==> config.mk <==
export PLATFORM = sky130hd
export DESIGN_NAME = iic_arbiter_flat
export DESIGN_NICKNAME = d
export VERILOG_FILES = /design/src/rtl/iic_arb_pkg.sv /design/src/rtl/iic_arbiter_if.sv /design/src/rtl/iic_arbiter_rr_pick.sv /design/src/rtl/iic_arbiter.sv /design/src/flat_wrapper.sv
export SDC_FILE = /design/constraint.sdc
export NUM_CORES = 1
export LEC_CHECK = 0
export BUFFER_PORTS_ARGS = -buffer_cell sky130_fd_sc_hd__buf_2
export CORE_MARGIN = 3
export CORE_UTILIZATION = 51
export DETAILED_ROUTE_END_ITERATION = 7
export PLACE_DENSITY_LB_ADDON = 0.05
export SETUP_SLACK_MARGIN = 0.5
export SYNTH_ARGS = -nofsm -noshare
export SYNTH_HDL_FRONTEND = slang
export SYNTH_SLANG_ARGS = --single-unit
export TNS_END_PERCENT = 1
==> constraint.sdc <==
create_clock -name clk -period 2.9 [get_ports clk]
set_input_delay 0.145 -clock clk [delete_from_list [all_inputs] [get_ports clk]]
set_output_delay 0.145 -clock clk [all_outputs]
set_load 0.01 [all_outputs]
==> src/rtl/iic_arb_pkg.sv <==
// Shared types and constants for the IIC bus arbiter slice.
package iic_arb_pkg;

    typedef enum logic [1:0] {
        IDLE  = 2'd0,
        ISSUE = 2'd1,
        RUN   = 2'd2,
        DONE  = 2'd3
    } arb_state_e;

    localparam int RDATA_W         = 32;
    localparam int TIMEOUT_CYC_DEF = 2_000_000;

    // Falling edge of the driver busy flag from its two sampled stages.
    function automatic logic busy_fell(input logic s1, input logic s2);
        return s2 & ~s1;
    endfunction

endpackage

==> src/rtl/iic_arbiter_if.sv <==
// Requester, response and IIC-driver signals shared by the arbiter and its environment.
interface iic_arbiter_if #(
    parameter int N_REQ = 3
);
    import iic_arb_pkg::*;

    logic [N_REQ-1:0]   req_valid;
    logic [N_REQ-1:0]   req_rw;
    logic [8*N_REQ-1:0] req_addr;
    logic [8*N_REQ-1:0] req_data;
    logic [N_REQ-1:0]   req_ready;
    logic [N_REQ-1:0]   rsp_done;
    logic               rsp_err;
    logic [RDATA_W-1:0] rsp_data;
    logic [7:0]         drv_addr;
    logic [7:0]         drv_data;
    logic               drv_write;
    logic               drv_read;
    logic               drv_busy;
    logic [RDATA_W-1:0] drv_rdata;
    logic [1:0]         grant_id;
    logic               bus_active;

    modport slave (
        input  req_valid, req_rw, req_addr, req_data, drv_busy, drv_rdata,
        output req_ready, rsp_done, rsp_err, rsp_data, drv_addr, drv_data,
               drv_write, drv_read, grant_id, bus_active
    );

    modport master (
        output req_valid, req_rw, req_addr, req_data, drv_busy, drv_rdata,
        input  req_ready, rsp_done, rsp_err, rsp_data, drv_addr, drv_data,
               drv_write, drv_read, grant_id, bus_active
    );

endinterface

==> src/rtl/iic_arbiter_rr_pick.sv <==
// Combinational round-robin selector: the first valid requester after last_grant wins.
module rr_pick #(
    parameter int N_REQ = 3
) (
    input  logic [N_REQ-1:0] req,
    input  logic [1:0]       last_grant,
    output logic [1:0]       winner,
    output logic             any_valid
);

    logic [1:0] idx_s;

    // Scan farthest-to-nearest so the requester right after last_grant overrides the rest.
    always_comb begin
        winner    = 2'd0;
        any_valid = 1'b0;
        idx_s     = 2'd0;
        for (int off = N_REQ; off >= 1; off--) begin
            idx_s     = 2'((int'(last_grant) + off) % N_REQ);
            winner    = req[idx_s] ? idx_s : winner;
            any_valid = any_valid | req[idx_s];
        end
    end

endmodule

==> src/rtl/iic_arbiter.sv <==
// Round-robin arbiter sharing one IIC driver between N_REQ requesters, with a
// per-transaction timeout.
module iic_arbiter
    import iic_arb_pkg::*;
#(
    parameter int N_REQ       = 3,
    parameter int TIMEOUT_CYC = TIMEOUT_CYC_DEF
) (
    input  logic         clk,
    input  logic         rst,
    iic_arbiter_if.slave bus
);

    localparam int               TW         = (TIMEOUT_CYC > 2) ? $clog2(TIMEOUT_CYC) : 1;
    localparam logic [TW-1:0]    TIMER_LAST = TW'(TIMEOUT_CYC - 1);
    localparam logic [1:0]       LAST_RST   = 2'(N_REQ - 1);
    localparam logic [N_REQ-1:0] ONE_HOT0   = N_REQ'(1);

    arb_state_e         state_q, state_d;
    logic [1:0]         grant_q, grant_d;
    logic [1:0]         last_q, last_d;
    logic [7:0]         drv_addr_q, drv_addr_d;
    logic [7:0]         drv_data_q, drv_data_d;
    logic               rw_q, rw_d;
    logic [N_REQ-1:0]   req_ready_q, req_ready_d;
    logic [N_REQ-1:0]   rsp_done_q, rsp_done_d;
    logic               rsp_err_q, rsp_err_d;
    logic [RDATA_W-1:0] rsp_data_q, rsp_data_d;
    logic               drv_write_q, drv_write_d;
    logic               drv_read_q, drv_read_d;
    logic               bus_active_q, bus_active_d;
    logic [TW-1:0]      timer_q, timer_d;
    logic               busy_s1_q, busy_s2_q;

    logic [1:0]         winner_s;
    logic               any_s;
    logic               fall_s;
    logic               timeout_s;

    rr_pick #(.N_REQ(N_REQ)) u_pick (
        .req        (bus.req_valid),
        .last_grant (last_q),
        .winner     (winner_s),
        .any_valid  (any_s)
    );

    assign fall_s    = busy_fell(busy_s1_q, busy_s2_q);
    assign timeout_s = (timer_q == TIMER_LAST);

    // Next-state and next-output computation; strobes and pulses default low each cycle.
    always_comb begin
        state_d     = state_q;
        grant_d     = grant_q;
        last_d      = last_q;
        drv_addr_d  = drv_addr_q;
        drv_data_d  = drv_data_q;
        rw_d        = rw_q;
        req_ready_d = '0;
        rsp_done_d  = '0;
        rsp_err_d   = 1'b0;
        rsp_data_d  = rsp_data_q;
        drv_write_d = 1'b0;
        drv_read_d  = 1'b0;
        timer_d     = timer_q;
        case (state_q)
            IDLE: begin
                timer_d = '0;
                if (any_s) begin
                    state_d     = ISSUE;
                    grant_d     = winner_s;
                    drv_addr_d  = bus.req_addr[{winner_s, 3'b000} +: 8];
                    drv_data_d  = bus.req_data[{winner_s, 3'b000} +: 8];
                    rw_d        = bus.req_rw[winner_s];
                    req_ready_d = ONE_HOT0 << winner_s;
                    drv_write_d = ~bus.req_rw[winner_s];
                    drv_read_d  = bus.req_rw[winner_s];
                end else begin
                    state_d = IDLE;
                end
            end
            ISSUE: begin
                if (timeout_s) begin
                    state_d    = DONE;
                    rsp_done_d = ONE_HOT0 << grant_q;
                    rsp_err_d  = 1'b1;
                end else if (bus.drv_busy) begin
                    state_d = RUN;
                    timer_d = timer_q + TW'(1);
                end else begin
                    drv_write_d = ~rw_q;
                    drv_read_d  = rw_q;
                    timer_d     = timer_q + TW'(1);
                end
            end
            RUN: begin
                if (timeout_s) begin
                    state_d    = DONE;
                    rsp_done_d = ONE_HOT0 << grant_q;
                    rsp_err_d  = 1'b1;
                end else if (fall_s) begin
                    state_d    = DONE;
                    rsp_done_d = ONE_HOT0 << grant_q;
                    rsp_data_d = rw_q ? bus.drv_rdata : rsp_data_q;
                end else begin
                    timer_d = timer_q + TW'(1);
                end
            end
            DONE: begin
                state_d = IDLE;
                last_d  = grant_q;
                timer_d = '0;
            end
            default: begin
                state_d = IDLE;
            end
        endcase
        bus_active_d = (state_d != IDLE);
    end

    // State, registered outputs and the two-stage busy sampler.
    always_ff @(posedge clk) begin
        if (rst) begin
            state_q      <= IDLE;
            grant_q      <= 2'd0;
            last_q       <= LAST_RST;
            drv_addr_q   <= 8'd0;
            drv_data_q   <= 8'd0;
            rw_q         <= 1'b0;
            req_ready_q  <= '0;
            rsp_done_q   <= '0;
            rsp_err_q    <= 1'b0;
            rsp_data_q   <= '0;
            drv_write_q  <= 1'b0;
            drv_read_q   <= 1'b0;
            bus_active_q <= 1'b0;
            timer_q      <= '0;
            busy_s1_q    <= 1'b0;
            busy_s2_q    <= 1'b0;
        end else begin
            state_q      <= state_d;
            grant_q      <= grant_d;
            last_q       <= last_d;
            drv_addr_q   <= drv_addr_d;
            drv_data_q   <= drv_data_d;
            rw_q         <= rw_d;
            req_ready_q  <= req_ready_d;
            rsp_done_q   <= rsp_done_d;
            rsp_err_q    <= rsp_err_d;
            rsp_data_q   <= rsp_data_d;
            drv_write_q  <= drv_write_d;
            drv_read_q   <= drv_read_d;
            bus_active_q <= bus_active_d;
            timer_q      <= timer_d;
            busy_s1_q    <= bus.drv_busy;
            busy_s2_q    <= busy_s1_q;
        end
    end

    assign bus.req_ready  = req_ready_q;
    assign bus.rsp_done   = rsp_done_q;
    assign bus.rsp_err    = rsp_err_q;
    assign bus.rsp_data   = rsp_data_q;
    assign bus.drv_addr   = drv_addr_q;
    assign bus.drv_data   = drv_data_q;
    assign bus.drv_write  = drv_write_q;
    assign bus.drv_read   = drv_read_q;
    assign bus.grant_id   = grant_q;
    assign bus.bus_active = bus_active_q;

endmodule

==> src/flat_wrapper.sv <==
// flat-port wrapper written by rule: the top's interface ports become plain ports
module iic_arbiter_flat import iic_arb_pkg::*;
#(
    parameter int N_REQ       = 3,
    parameter int TIMEOUT_CYC = TIMEOUT_CYC_DEF
)
  (clk, rst, bus_req_valid, bus_req_rw, bus_req_addr, bus_req_data, bus_drv_busy, bus_drv_rdata, bus_req_ready, bus_rsp_done, bus_rsp_err, bus_rsp_data, bus_drv_addr, bus_drv_data, bus_drv_write, bus_drv_read, bus_grant_id, bus_bus_active);
  iic_arbiter_if #(.N_REQ(N_REQ)) bus_i ();
  input  logic clk;
  input  logic rst;
  input wire logic [$bits(bus_i.req_valid)-1:0] bus_req_valid;
  input wire logic [$bits(bus_i.req_rw)-1:0] bus_req_rw;
  input wire logic [$bits(bus_i.req_addr)-1:0] bus_req_addr;
  input wire logic [$bits(bus_i.req_data)-1:0] bus_req_data;
  input wire logic [$bits(bus_i.drv_busy)-1:0] bus_drv_busy;
  input wire logic [$bits(bus_i.drv_rdata)-1:0] bus_drv_rdata;
  output wire logic [$bits(bus_i.req_ready)-1:0] bus_req_ready;
  output wire logic [$bits(bus_i.rsp_done)-1:0] bus_rsp_done;
  output wire logic [$bits(bus_i.rsp_err)-1:0] bus_rsp_err;
  output wire logic [$bits(bus_i.rsp_data)-1:0] bus_rsp_data;
  output wire logic [$bits(bus_i.drv_addr)-1:0] bus_drv_addr;
  output wire logic [$bits(bus_i.drv_data)-1:0] bus_drv_data;
  output wire logic [$bits(bus_i.drv_write)-1:0] bus_drv_write;
  output wire logic [$bits(bus_i.drv_read)-1:0] bus_drv_read;
  output wire logic [$bits(bus_i.grant_id)-1:0] bus_grant_id;
  output wire logic [$bits(bus_i.bus_active)-1:0] bus_bus_active;
  assign bus_i.req_valid = bus_req_valid;
  assign bus_i.req_rw = bus_req_rw;
  assign bus_i.req_addr = bus_req_addr;
  assign bus_i.req_data = bus_req_data;
  assign bus_i.drv_busy = bus_drv_busy;
  assign bus_i.drv_rdata = bus_drv_rdata;
  assign bus_req_ready = bus_i.req_ready;
  assign bus_rsp_done = bus_i.rsp_done;
  assign bus_rsp_err = bus_i.rsp_err;
  assign bus_rsp_data = bus_i.rsp_data;
  assign bus_drv_addr = bus_i.drv_addr;
  assign bus_drv_data = bus_i.drv_data;
  assign bus_drv_write = bus_i.drv_write;
  assign bus_drv_read = bus_i.drv_read;
  assign bus_grant_id = bus_i.grant_id;
  assign bus_bus_active = bus_i.bus_active;
  iic_arbiter #(.N_REQ(N_REQ), .TIMEOUT_CYC(TIMEOUT_CYC)) u_core (.clk(clk), .rst(rst), .bus(bus_i));
endmodule
==> impl_metrics.env, run 1 <==
export IMPL_status="complete, no violations"
export IMPL_postSynthAreaPerCell_um2=9.09
export IMPL_hpwl_mm=8.14
export IMPL_leakage_nw=2.28
export IMPL_grt_pass1_wl_mm=18.8
export IMPL_slowest_delay_ns=0.39
export IMPL_worst_slew_pin_transition_ns=1.12
export IMPL_busiest_layer="met2"
export IMPL_crit_path_cell_trace="inv_1 > ha_4 > mux2_2 > a211o_4 > buf_4 > a31oi_1 > a21boi_2 > o32ai_1"
export IMPL_relSlewSlack_pct=25.1
export IMPL_yosys_register_bits=88
export IMPL_critPathMaxFanout=15
export IMPL_cts_buffers=9
export IMPL_maxCapViolations=0
export IMPL_hold_viol=0
export IMPL_routed_wl_mm=11.5
export IMPL_grt_ovfl_total=0
export IMPL_area_growth_syn_to_layout_pct=24.6
export IMPL_die_area_um2=9840
export IMPL_core_um2=8340
export IMPL_p_per_area_nw_per_um2=464
export IMPL_vdd_ir_drop_max_v=0.000310
export IMPL_fin_crit_sh_pct=84.3
export IMPL_fmax_ghz=0.409
export IMPL_grtUsageMet2_pct=37.8
export IMPL_drt_iter0_drc=183
export IMPL_hold_class="primary input to register"
export IMPL_critPathCaptureType="register"
export IMPL_final_layout_size_suffix_gt1_share_pct=34.3
export IMPL_die_x_um=99.2
export IMPL_syn_cell_area_um2=4430
export IMPL_skew_ns=0.0169
export IMPL_synth_warnings=0
export IMPL_drc=0
export IMPL_use_met1_pct=30.8
export IMPL_period_needed_ns=2.44
export IMPL_track_usage_pct=23.2
export IMPL_path_buf_inv=2
export IMPL_worst_path_max_delay_cell="dfxtp_1"
export IMPL_grt_start_max_net_pins=35
export IMPL_clkTransAtPathRegs_ns=0.11
export IMPL_start_util_pct=53.1
export IMPL_num_rows=33
export IMPL_worstSkewPairLatency_ns=0.36
export IMPL_cts_sink_count=88
export IMPL_startpoint_type="register"
export IMPL_firstDrtPassIters=4
export IMPL_ys_seq_area_share_pct=39.8
export IMPL_ios=149
export IMPL_slew_violations=0
export IMPL_critical_path_top_delay_family="compound AO/OA/AOI/OAI gates"
export IMPL_met3_usage_pct=3.44
export IMPL_cts_htree_levels=3
export IMPL_syn_inst=487
export IMPL_critPathRequiredTime_ns=3.14
export IMPL_gp_congestion=0.904
export IMPL_avgRoutedWirePerCell_um=15.4
export IMPL_tns_ns=0
export IMPL_ys_types=59
export IMPL_num_vias=4045
export IMPL_first_global_vias=3897
export IMPL_antenna_found_initial=0
export IMPL_die_height_um=99.2
export IMPL_ant_nets=0
export IMPL_cts_root_buf="clkbuf_8"
export IMPL_rsz0062_at_grt="yes"
export IMPL_worstPathArrival_ns=2.68
export IMPL_setup_violations=0
export IMPL_power_total_mw=2.56
export IMPL_syn_num_nets=587
export IMPL_nets=736
export IMPL_cts_path_max_buffers=2
export IMPL_avgViaCountPerCell=5.41
export IMPL_crit_type="register to register"
export IMPL_cts_tree="yes"
export IMPL_port_buffers=148
## tightest hold or removal path: stages
cell and delay [ns]:
buf_2 0.09, nand2_1 0.04, a21oi_1 0.05
## state kept, by name, indices dropped and copies added (netlist names)
register / flops
u_core.bus.rsp_data: 32
u_core.timer_q: 21
u_core.bus.drv_addr: 8
u_core.bus.drv_data: 8
u_core.bus.req_ready: 3
u_core.bus.rsp_done: 3
u_core.bus.grant_id: 2
u_core.last_q: 2
u_core.state_q: 2
u_core.bus.bus_active: 1
u_core.bus.drv_read: 1
u_core.bus.drv_write: 1
u_core.bus.rsp_err: 1
u_core.busy_s1_q: 1
u_core.busy_s2_q: 1
u_core.rw_q: 1
## cell type report
type                    count  area [um^2]
clock inverters             7         75.1
diodes                      1         2.50
inverters                  20         75.1
repair buffers            171          953
fillers                   722         2820
multi-input cells         346         2400
well taps                 105          131
flip-flops and latches     88         1760
clock buffers               9          124
## synthesized netlist by cell type (all sizes together)
master,number,area share (%)
dfxtp,88,40
nand2,83,7.4
a21oi,38,4.3
nor2,26,2.2
buf,22,4.5
inv,20,1.7
o211ai,18,3.1
a21boi,17,3.4
xor2,17,3.4
a31oi,16,2.3
o32ai,16,5.5
nand3,12,1.5
and3,11,1.6
clkbuf,11,0.93
ha,11,3.1
nand4,10,1.4
o21ai,10,1.4
mux2i,7,1.6
nor3,5,0.57
nor3b,5,1.2
and2,4,0.62
nand3b,4,0.68
nor4,4,0.71
nand2b,3,0.42
nor2b,3,0.42
a211o,2,0.40
and3b,2,0.48
o21a,2,0.34
o22ai,2,0.42
or2,2,0.28
or3,2,0.28
or4b,2,0.45
a2111oi,1,0.62
a211oi,1,0.17
a221oi,1,0.34
a311oi,1,0.20
mux2,1,0.25
nand4bb,1,0.25
nor4bb,1,0.23
o311a,1,0.48
o311ai,1,0.59
o31ai,1,0.17
o41a,1,0.25
or4,1,0.25
## cells by family (layout without fill, tap and decap cells)
family / Yosys count / after routing / share of synthesized area [%]
xor+xnor: 17 / 17 / 3.36
flops: 88 / 88 / 39.8
simple gates: 181 / 181 / 20.9
fa+ha+maj: 11 / 11 / 3.11
compound gates: 129 / 129 / 23.9
mux: 8 / 8 / 1.84
other cells: 0 / 1 / 0
buf+inv: 53 / 207 / 7.09
## report_power, final
part | internal, mW | switching (mW) | leakage [nW] | total, mW
Combinational | 0.205 | 0.239 | 1.46 | 0.444
Sequential | 1.25 | 0.0267 | 0.715 | 1.28
Clock | 0.340 | 0.498 | 0.0981 | 0.837
## layer usage
metal  vias to the layer above  share of wire [%]
met2                       133                 48
li1                       2028                  -
met3                        21                6.3
met4                         0                2.2
met1                      1863                 44
met5                         -                  0
## path summary, 6_finish.rpt
kind / start / slack [ns] / end / cells after the start
worst min register to register: u_core.bus.rsp_data[28]$_SDFFE_PP0P_ / 0.45 / u_core.bus.rsp_data[28]$_SDFFE_PP0P_ / 2
worst min-delay path: bus_drv_rdata[21] / 0.01 / u_core.bus.rsp_data[21]$_SDFFE_PP0P_ / 3
worst max-delay path: u_core.last_q[0]$_SDFFE_PP0N_ / 0.46 / u_core.bus.drv_addr[7]$_SDFFE_PP0N_ / 8
worst max register to register: u_core.last_q[0]$_SDFFE_PP0N_ / 0.46 / u_core.bus.drv_addr[7]$_SDFFE_PP0N_ / 8
## timing repair
| item | CTS | global route |
|---|---|---|
| hold buffers | 11 | 0 |
| gates resized for setup | 7 | 1 |
| endpoints found under the setup margin | 21 | 77 |
| gates cloned | 0 | 0 |
| setup buffers | 0 | 3 |
| pin swaps | 0 | 1 |
| hold endpoints to repair | 11 | 0 |
## per-stage QoR
step	util (%)	worst slack [ns]	hold WS [ns]	cells	cell area, um^2
floorplan	-	0.652	0.273	487	4430
global placement	61.6	0.416	0.387	716	5140
detailed placement	61.6	0.276	0.392	716	5140
CTS	65.8	0.476	0.00123	743	5490
global route	66.1	0.304	0.00854	746	5520
finish	66.2	0.455	0.0141	747	5520
## cell usage in the layout (no fill, tap or decap), types with 4 or more instances in the layout
cell type / Yosys / layout
inv_1: 20 / 20
o21ai_0: 8 / 8
buf_2: 5 / 148
nor2_1: 26 / 26
o32ai_2: 14 / 14
nand2_1: 80 / 80
xor2_1: 17 / 17
dfxtp_1: 88 / 88
buf_4: 5 / 11
and3_1: 11 / 11
a21oi_1: 38 / 38
o211ai_1: 18 / 18
a31oi_1: 16 / 16
ha_1: 11 / 9
dlygate4sd3_1: 0 / 11
nor3_1: 5 / 5
nand3b_1: 4 / 4
mux2i_1: 7 / 5
a21boi_2: 6 / 7
clkbuf_8: 0 / 9
a21boi_1: 10 / 9
nand3_1: 11 / 11
nand4_1: 10 / 10
Power figures use the tool's default switching activity.
==> run 2: changes to the inputs <==
==> constraint.sdc (replaced) <==
create_clock -name clk -period 2.4 [get_ports clk]
set_input_delay 0.12 -clock clk [delete_from_list [all_inputs] [get_ports clk]]
set_output_delay 0.12 -clock clk [all_outputs]
set_load 0.01 [all_outputs]
==> run 2 against run 1 <==
  * Clock power is 21% higher
  * Total power rose by 24%
  * Final cell count grew 5.1%
  * Critical path depth grew 2
  * Via count is 5.6% higher
  * Non-clock buffer count up 39
  * Critical path type unchanged
  * Critical endpoint is now u_core.rw_q$_SDFFE_PP0N_
  * Largest cell class unchanged
  * Largest power group unchanged
  * Highest routed layer unchanged
==> impl_metrics.env, run 2 (synthesis gave the netlist of run 1 again) <==
export IMPL_crit_path_cell_trace="inv_2 > ha_4 > mux2i_4 > buf_4 > buf_4 > or2_1 > and2_4 > a2111oi_4 > a211o_1 > o31ai_1"
export IMPL_ant_nets=0
export IMPL_cts_root_buf="clkbuf_8"
export IMPL_cts_path_max_buffers=2
export IMPL_skew_ns=0.0155
export IMPL_die_height_um=99.2
export IMPL_rsz0062_at_grt="yes"
export IMPL_routed_wl_mm=12.3
export IMPL_setup_violations=0
export IMPL_stdcell_area_um2=5980
export IMPL_crit_type="register to register"
export IMPL_hold_class="primary input to register"
export IMPL_gp_congestion=0.887
export IMPL_cp_common_cell="buf_4"
export IMPL_p_per_area_nw_per_um2=529
export IMPL_maxCapViolations=0
export IMPL_antenna_found_initial=0
export IMPL_tns_ns=0
export IMPL_worst_path_max_delay_cell="dfxtp_4"
export IMPL_vdd_ir_drop_max_v=0.000351
export IMPL_final_common_cell="buf_2"
export IMPL_period_needed_ns=2.22
export IMPL_cts_sink_count=88
export IMPL_status="complete, no violations"
export IMPL_fmax_ghz=0.450
export IMPL_cts_tree="yes"
export IMPL_fin_crit_sh_pct=92.6
export IMPL_area_growth_syn_to_layout_pct=35.1
export IMPL_slew_violations=0
export IMPL_hpwl_mm=8.33
export IMPL_grt_start_max_net_pins=61
export IMPL_cts_htree_levels=3
export IMPL_startpoint_type="register"
export IMPL_final_layout_size_suffix_gt1_share_pct=37.8
export IMPL_critPathCaptureType="register"
export IMPL_worstPathArrival_ns=2.44
export IMPL_critPathRequiredTime_ns=2.62
export IMPL_slowest_delay_ns=0.38
export IMPL_die_x_um=99.2
export IMPL_track_usage_pct=23.7
export IMPL_worstSkewPairLatency_ns=0.36
export IMPL_grt_ovfl_total=0
export IMPL_nets=775
export IMPL_clkTransAtPathRegs_ns=0.11
export IMPL_avgViaCountPerCell=5.44
export IMPL_largest_register_ffs=32
export IMPL_start_util_pct=53.1
export IMPL_drc=0
export IMPL_cts_buffers=9
export IMPL_hold_viol=0
export IMPL_relSlewSlack_pct=52.6
export IMPL_core_um2=8340
export IMPL_first_global_vias=4001
export IMPL_firstDrtPassIters=5
export IMPL_num_vias=4273
export IMPL_ios=149
export IMPL_mostFrequentLayoutCells="148 x buf_2, 86 x dfxtp_1, 80 x nand2_1"
export IMPL_worst_slew_pin_transition_ns=0.711
export IMPL_insertedDiodeCount=0
export IMPL_grt_pass1_wl_mm=19.1
export IMPL_port_buffers=148
export IMPL_power_total_mw=3.17
export IMPL_postPlaceCellArea_um2=5260
export IMPL_leakage_nw=2.48
export IMPL_num_rows=33
export IMPL_critPathMaxFanout=3
export IMPL_drt_iter0_drc=190
export IMPL_avgRoutedWirePerCell_um=15.6
export IMPL_die_area_um2=9840
-- run 2: cell count changes in the layout (fill, tap and decap cells not counted), moves of 3 or more --
cell,before,now
buf_4,11,27
a21boi_1,9,4
inv_6,0,4
buf_6,0,3
dlygate4sd3_1,11,28
a21boi_2,7,12
-- run 2: stage by stage --
step,worst slack (ns),cells,utilization [%],hold WS (ns)
2_1_floorplan,0.229,487,-,0.248
3_3_place_gp,0.00546,730,63.1,0.360
3_5_place_dp,-0.0662,730,63.1,0.364
4_1_cts,0.174,782,70.5,0.000242
5_1_grt,0.110,785,71.7,0.0127
6_report,0.177,785,71.7,0.00436
-- run 2: per-layer routing --
metal  vias up  track usage, %  wire [um]
met3        17            4.00        659
met2       129            40.9       6020
li1       2105               -          -
met1      2022            30.9       5390
met5         -               0          0
met4         0            6.09        200
-- run 2: layout make-up --
type,count,area [um^2]
Multi-Input combinational cell,346,2480
Fill cell,653,2360
Sequential cell,88,1770
Timing Repair Buffer,210,1330
Tap cell,105,131
Clock buffer,9,124
Inverter,20,75.1
Clock inverter,7,70.1
-- run 2: worst paths after layout --
path                                  startpoint                                    to  slack (ns)  cells past startpoint
min reg2reg  u_core.bus.rsp_data[7]$_SDFFE_PP0P_   u_core.bus.rsp_data[7]$_SDFFE_PP0P_        0.46                      2
max reg2reg        u_core.last_q[1]$_SDFFE_PP1N_              u_core.rw_q$_SDFFE_PP0N_        0.18                     10
min                            bus_drv_rdata[19]  u_core.bus.rsp_data[19]$_SDFFE_PP0P_       0.004                      3
max                u_core.last_q[1]$_SDFFE_PP1N_              u_core.rw_q$_SDFFE_PP0N_        0.18                     10
-- run 2: where the power goes --
group	total [mW]	leakage, nW	internal (mW)	switching, mW
logic	0.607	1.67	0.299	0.307
registers	1.55	0.715	1.51	0.0330
clock network	1.01	0.0959	0.407	0.604
total	3.17	2.48	2.22	0.944
-- run 2: timing repair --
action                     CTS  global route
buffers inserted             9             2
hold buffers                27             1
resized for setup           18            15
pin swaps                    7             7
setup endpoints to repair   80            83
hold endpoints to repair    27             1
-- run 2: critical path, delay by kind of cell, from the launching register on --
family,cells,cell delay [ns]
flip-flops,1,0.38
AO/OA/AOI/OAI,3,0.60
AND/OR/NAND/NOR,2,0.39
multiplexers,1,0.19
buffers and inverters,3,0.35
adder cells (fa/ha/maj),1,0.17
==> run 3: changes to the inputs <==
--- a/config.mk
+++ b/config.mk
@@ -10,6 +10,7 @@
 export CORE_UTILIZATION = 51
 export DETAILED_ROUTE_END_ITERATION = 7
 export PLACE_DENSITY_LB_ADDON = 0.05
+export REMOVE_ABC_BUFFERS = 1
 export SETUP_SLACK_MARGIN = 0.5
 export SYNTH_ARGS = -nofsm -noshare
 export SYNTH_HDL_FRONTEND = slang
==> run 3 against run 2 <==
  * Hold slack better by 0.011 ns
  * Register-to-register slack got worse by 0.04 ns
  * Setup slack worse by 0.038 ns
  * Wire length rose by 6.0%
  * Combinational power up 6.3%
  * Cell area rose by 2.2%
  * Final cell count is 0.89% higher
  * Critical endpoint is now u_core.bus.drv_addr[2]$_SDFFE_PP0N_
==> impl_metrics.env, run 3 (synthesis gave the netlist of run 1 again) <==
export IMPL_status="complete, no violations"
export IMPL_final_layout_size_suffix_gt1_share_pct=39.0
export IMPL_port_buffers=148
export IMPL_setup_violations=0
export IMPL_largest_register_ffs=32
export IMPL_fin_ws_ns=0.139
export IMPL_cts_path_max_buffers=2
export IMPL_seqCellArea_um2=1770
export IMPL_num_vias=4369
export IMPL_final_common_cell="buf_2"
export IMPL_hold_depth=3
export IMPL_r2r_cells=9
export IMPL_core_um2=8340
export IMPL_slowest_delay_ns=0.42
export IMPL_leakage_nw=2.53
export IMPL_grt_ovfl_total=0
export IMPL_die_height_um=99.2
export IMPL_crit_type="register to register"
export IMPL_grt_pass1_wl_mm=20.8
export IMPL_rsz0062_at_grt="yes"
export IMPL_fmax_ghz=0.442
export IMPL_switching_share_pct=30.5
export IMPL_r2r_setup_slack_ns=0.14
export IMPL_worstPathArrival_ns=2.49
export IMPL_hold_class="primary input to register"
export IMPL_r2r_start="u_core.last_q[0]$_SDFFE_PP0N_"
export IMPL_gp_congestion=0.879
export IMPL_clkTransAtPathRegs_ns=0.10
export IMPL_worst_slew_pin_transition_ns=0.423
export IMPL_insertedDiodeCount=0
export IMPL_ant_nets=0
export IMPL_crit_path_cell_trace="inv_2 > ha_4 > mux2i_4 > mux2_4 > a211o_4 > buf_12 > a31oi_1 > a21boi_2 > o32ai_2"
export IMPL_die_x_um=99.2
export IMPL_avgRoutedWirePerCell_um=16.4
export IMPL_internal_power_mw=2.24
export IMPL_min_delay_worst_endpoint="u_core.bus.rsp_data[5]$_SDFFE_PP0P_"
export IMPL_comb_power_share_pct=20.0
export IMPL_startpoint_type="register"
export IMPL_skew_ns=0.0131
export IMPL_nets=782
export IMPL_p_clk_share_pct=31.9
export IMPL_worstSkewPairLatency_ns=0.36
export IMPL_drt_iter0_drc=164
export IMPL_track_usage_pct=26.1
export IMPL_rr_endpoint="u_core.bus.drv_addr[2]$_SDFFE_PP0N_"
export IMPL_n_fill_cell=639
export IMPL_fin_crit_sh_pct=94.2
export IMPL_cts_htree_levels=3
export IMPL_cts_buffers=9
export IMPL_critPathRequiredTime_ns=2.63
export IMPL_min_from="bus_drv_rdata[5]"
export IMPL_hold_viol=0
export IMPL_hpwl_mm=8.64
export IMPL_maxCapViolations=0
export IMPL_tns_ns=0
export IMPL_ios=149
export IMPL_cts_root_buf="clkbuf_8"
export IMPL_cts_sink_count=88
export IMPL_hold_slack_ns=0.0150
export IMPL_drc=0
export IMPL_firstDrtPassIters=5
export IMPL_num_rows=33
export IMPL_path_buf_inv=2
export IMPL_area_growth_syn_to_layout_pct=38.1
export IMPL_seq_power_share_pct=48.1
export IMPL_slew_violations=0
export IMPL_first_global_vias=4208
export IMPL_avgViaCountPerCell=5.52
export IMPL_critPathMaxFanout=7
export IMPL_grt_start_max_net_pins=37
export IMPL_critical_path_top_delay_family="compound AO/OA/AOI/OAI gates"
export IMPL_power_total_mw=3.22
export IMPL_antenna_found_initial=0
export IMPL_relSlewSlack_pct=71.6
export IMPL_worst_path_max_delay_cell="a211o_4"
export IMPL_critPathCaptureType="register"
export IMPL_dp_slack_ns=-0.0450
export IMPL_mostFrequentLayoutCells="148 x buf_2, 86 x dfxtp_1, 79 x nand2_1"
export IMPL_switchingPower_mw=0.983
export IMPL_routed_wl_mm=13.0
export IMPL_vdd_ir_drop_max_v=0.000420
export IMPL_period_needed_ns=2.26
export IMPL_start_util_pct=53.1
export IMPL_p_per_area_nw_per_um2=527
export IMPL_multi_input_area_um2=2560
export IMPL_cts_tree="yes"
export IMPL_die_area_um2=9840
run 3: cell type report:
type	instances	share of cell area (%)
clock inverter	7	1.15
inverter	20	1.27
multi-input combinational	348	41.9
clock buffer	9	2.03
timing repair buffer	215	22.6
sequential	88	28.9
tap	105	2.15
run 3: power groups by stage:
stage / clock (mW) / sequential, mW / combinational [mW]
6_report: 1.03 / 1.55 / 0.645
5_1_grt: 1.11 / 1.56 / 0.692
4_1_cts: 1.06 / 1.55 / 0.632
3_5_place_dp: 0 / 1.58 / 0.528
3_3_place_gp: 0 / 1.58 / 0.514
2_1_floorplan: 0 / 1.60 / 0.270
run 3: worst reg2reg max path, cell delays in order (launching register included):
cell	delay [ns]
dfxtp_4	0.38
inv_2	0.06
ha_4	0.17
mux2i_4	0.19
mux2_4	0.31
a211o_4	0.42
buf_12	0.17
a31oi_1	0.13
a21boi_2	0.20
o32ai_2	0.10
run 3: metrics by stage:
| step | std cells | cell area [um^2] | util, % |
|---|---|---|---|
| finish | 792 | 6110 | 73.3 |
| global route | 792 | 6110 | 73.3 |
| CTS | 792 | 6090 | 73.0 |
| detailed placement | 735 | 5300 | 63.5 |
| global placement | 735 | 5300 | 63.5 |
| floorplan | 454 | 4190 | - |
run 3: repair_timing:
| item | in CTS | in global routing |
|---|---|---|
| setup buffers | 9 | 0 |
| cloned | 3 | 0 |
| setup endpoints to repair | 82 | 83 |
| resized for setup | 39 | 5 |
| pin swaps | 9 | 1 |
| hold endpoints to repair | 29 | 0 |
| hold buffers | 29 | 0 |
run 3: per-layer routing:
layer,GRT usage (%),routed length (um),vias up
met2,44.2,6480,163
met3,4.35,862,20
met5,0,0,-
met4,7.98,218,0
li1,-,-,2136
met1,34.2,5450,2050
run 3: worst max path at each step:
stage	start	endpoint	slack, ns	cells past startpoint
final	u_core.last_q[0]$_SDFFE_PP0N_	u_core.bus.drv_addr[2]$_SDFFE_PP0N_	0.14	9
after global routing	u_core.last_q[0]$_SDFFE_PP0N_	u_core.rw_q$_SDFFE_PP0N_	0.06	8
after CTS	u_core.last_q[0]$_SDFFE_PP0N_	u_core.bus.drv_addr[0]$_SDFFE_PP0N_	0.21	9
after detailed placement	u_core.last_q[0]$_SDFFE_PP0N_	u_core.rw_q$_SDFFE_PP0N_	-0.04	10
after global placement	u_core.last_q[0]$_SDFFE_PP0N_	u_core.bus.drv_addr[4]$_SDFFE_PP0N_	0.04	10
after floorplan	u_core.last_q[0]$_SDFFE_PP0N_	u_core.rw_q$_SDFFE_PP0N_	-0.64	7
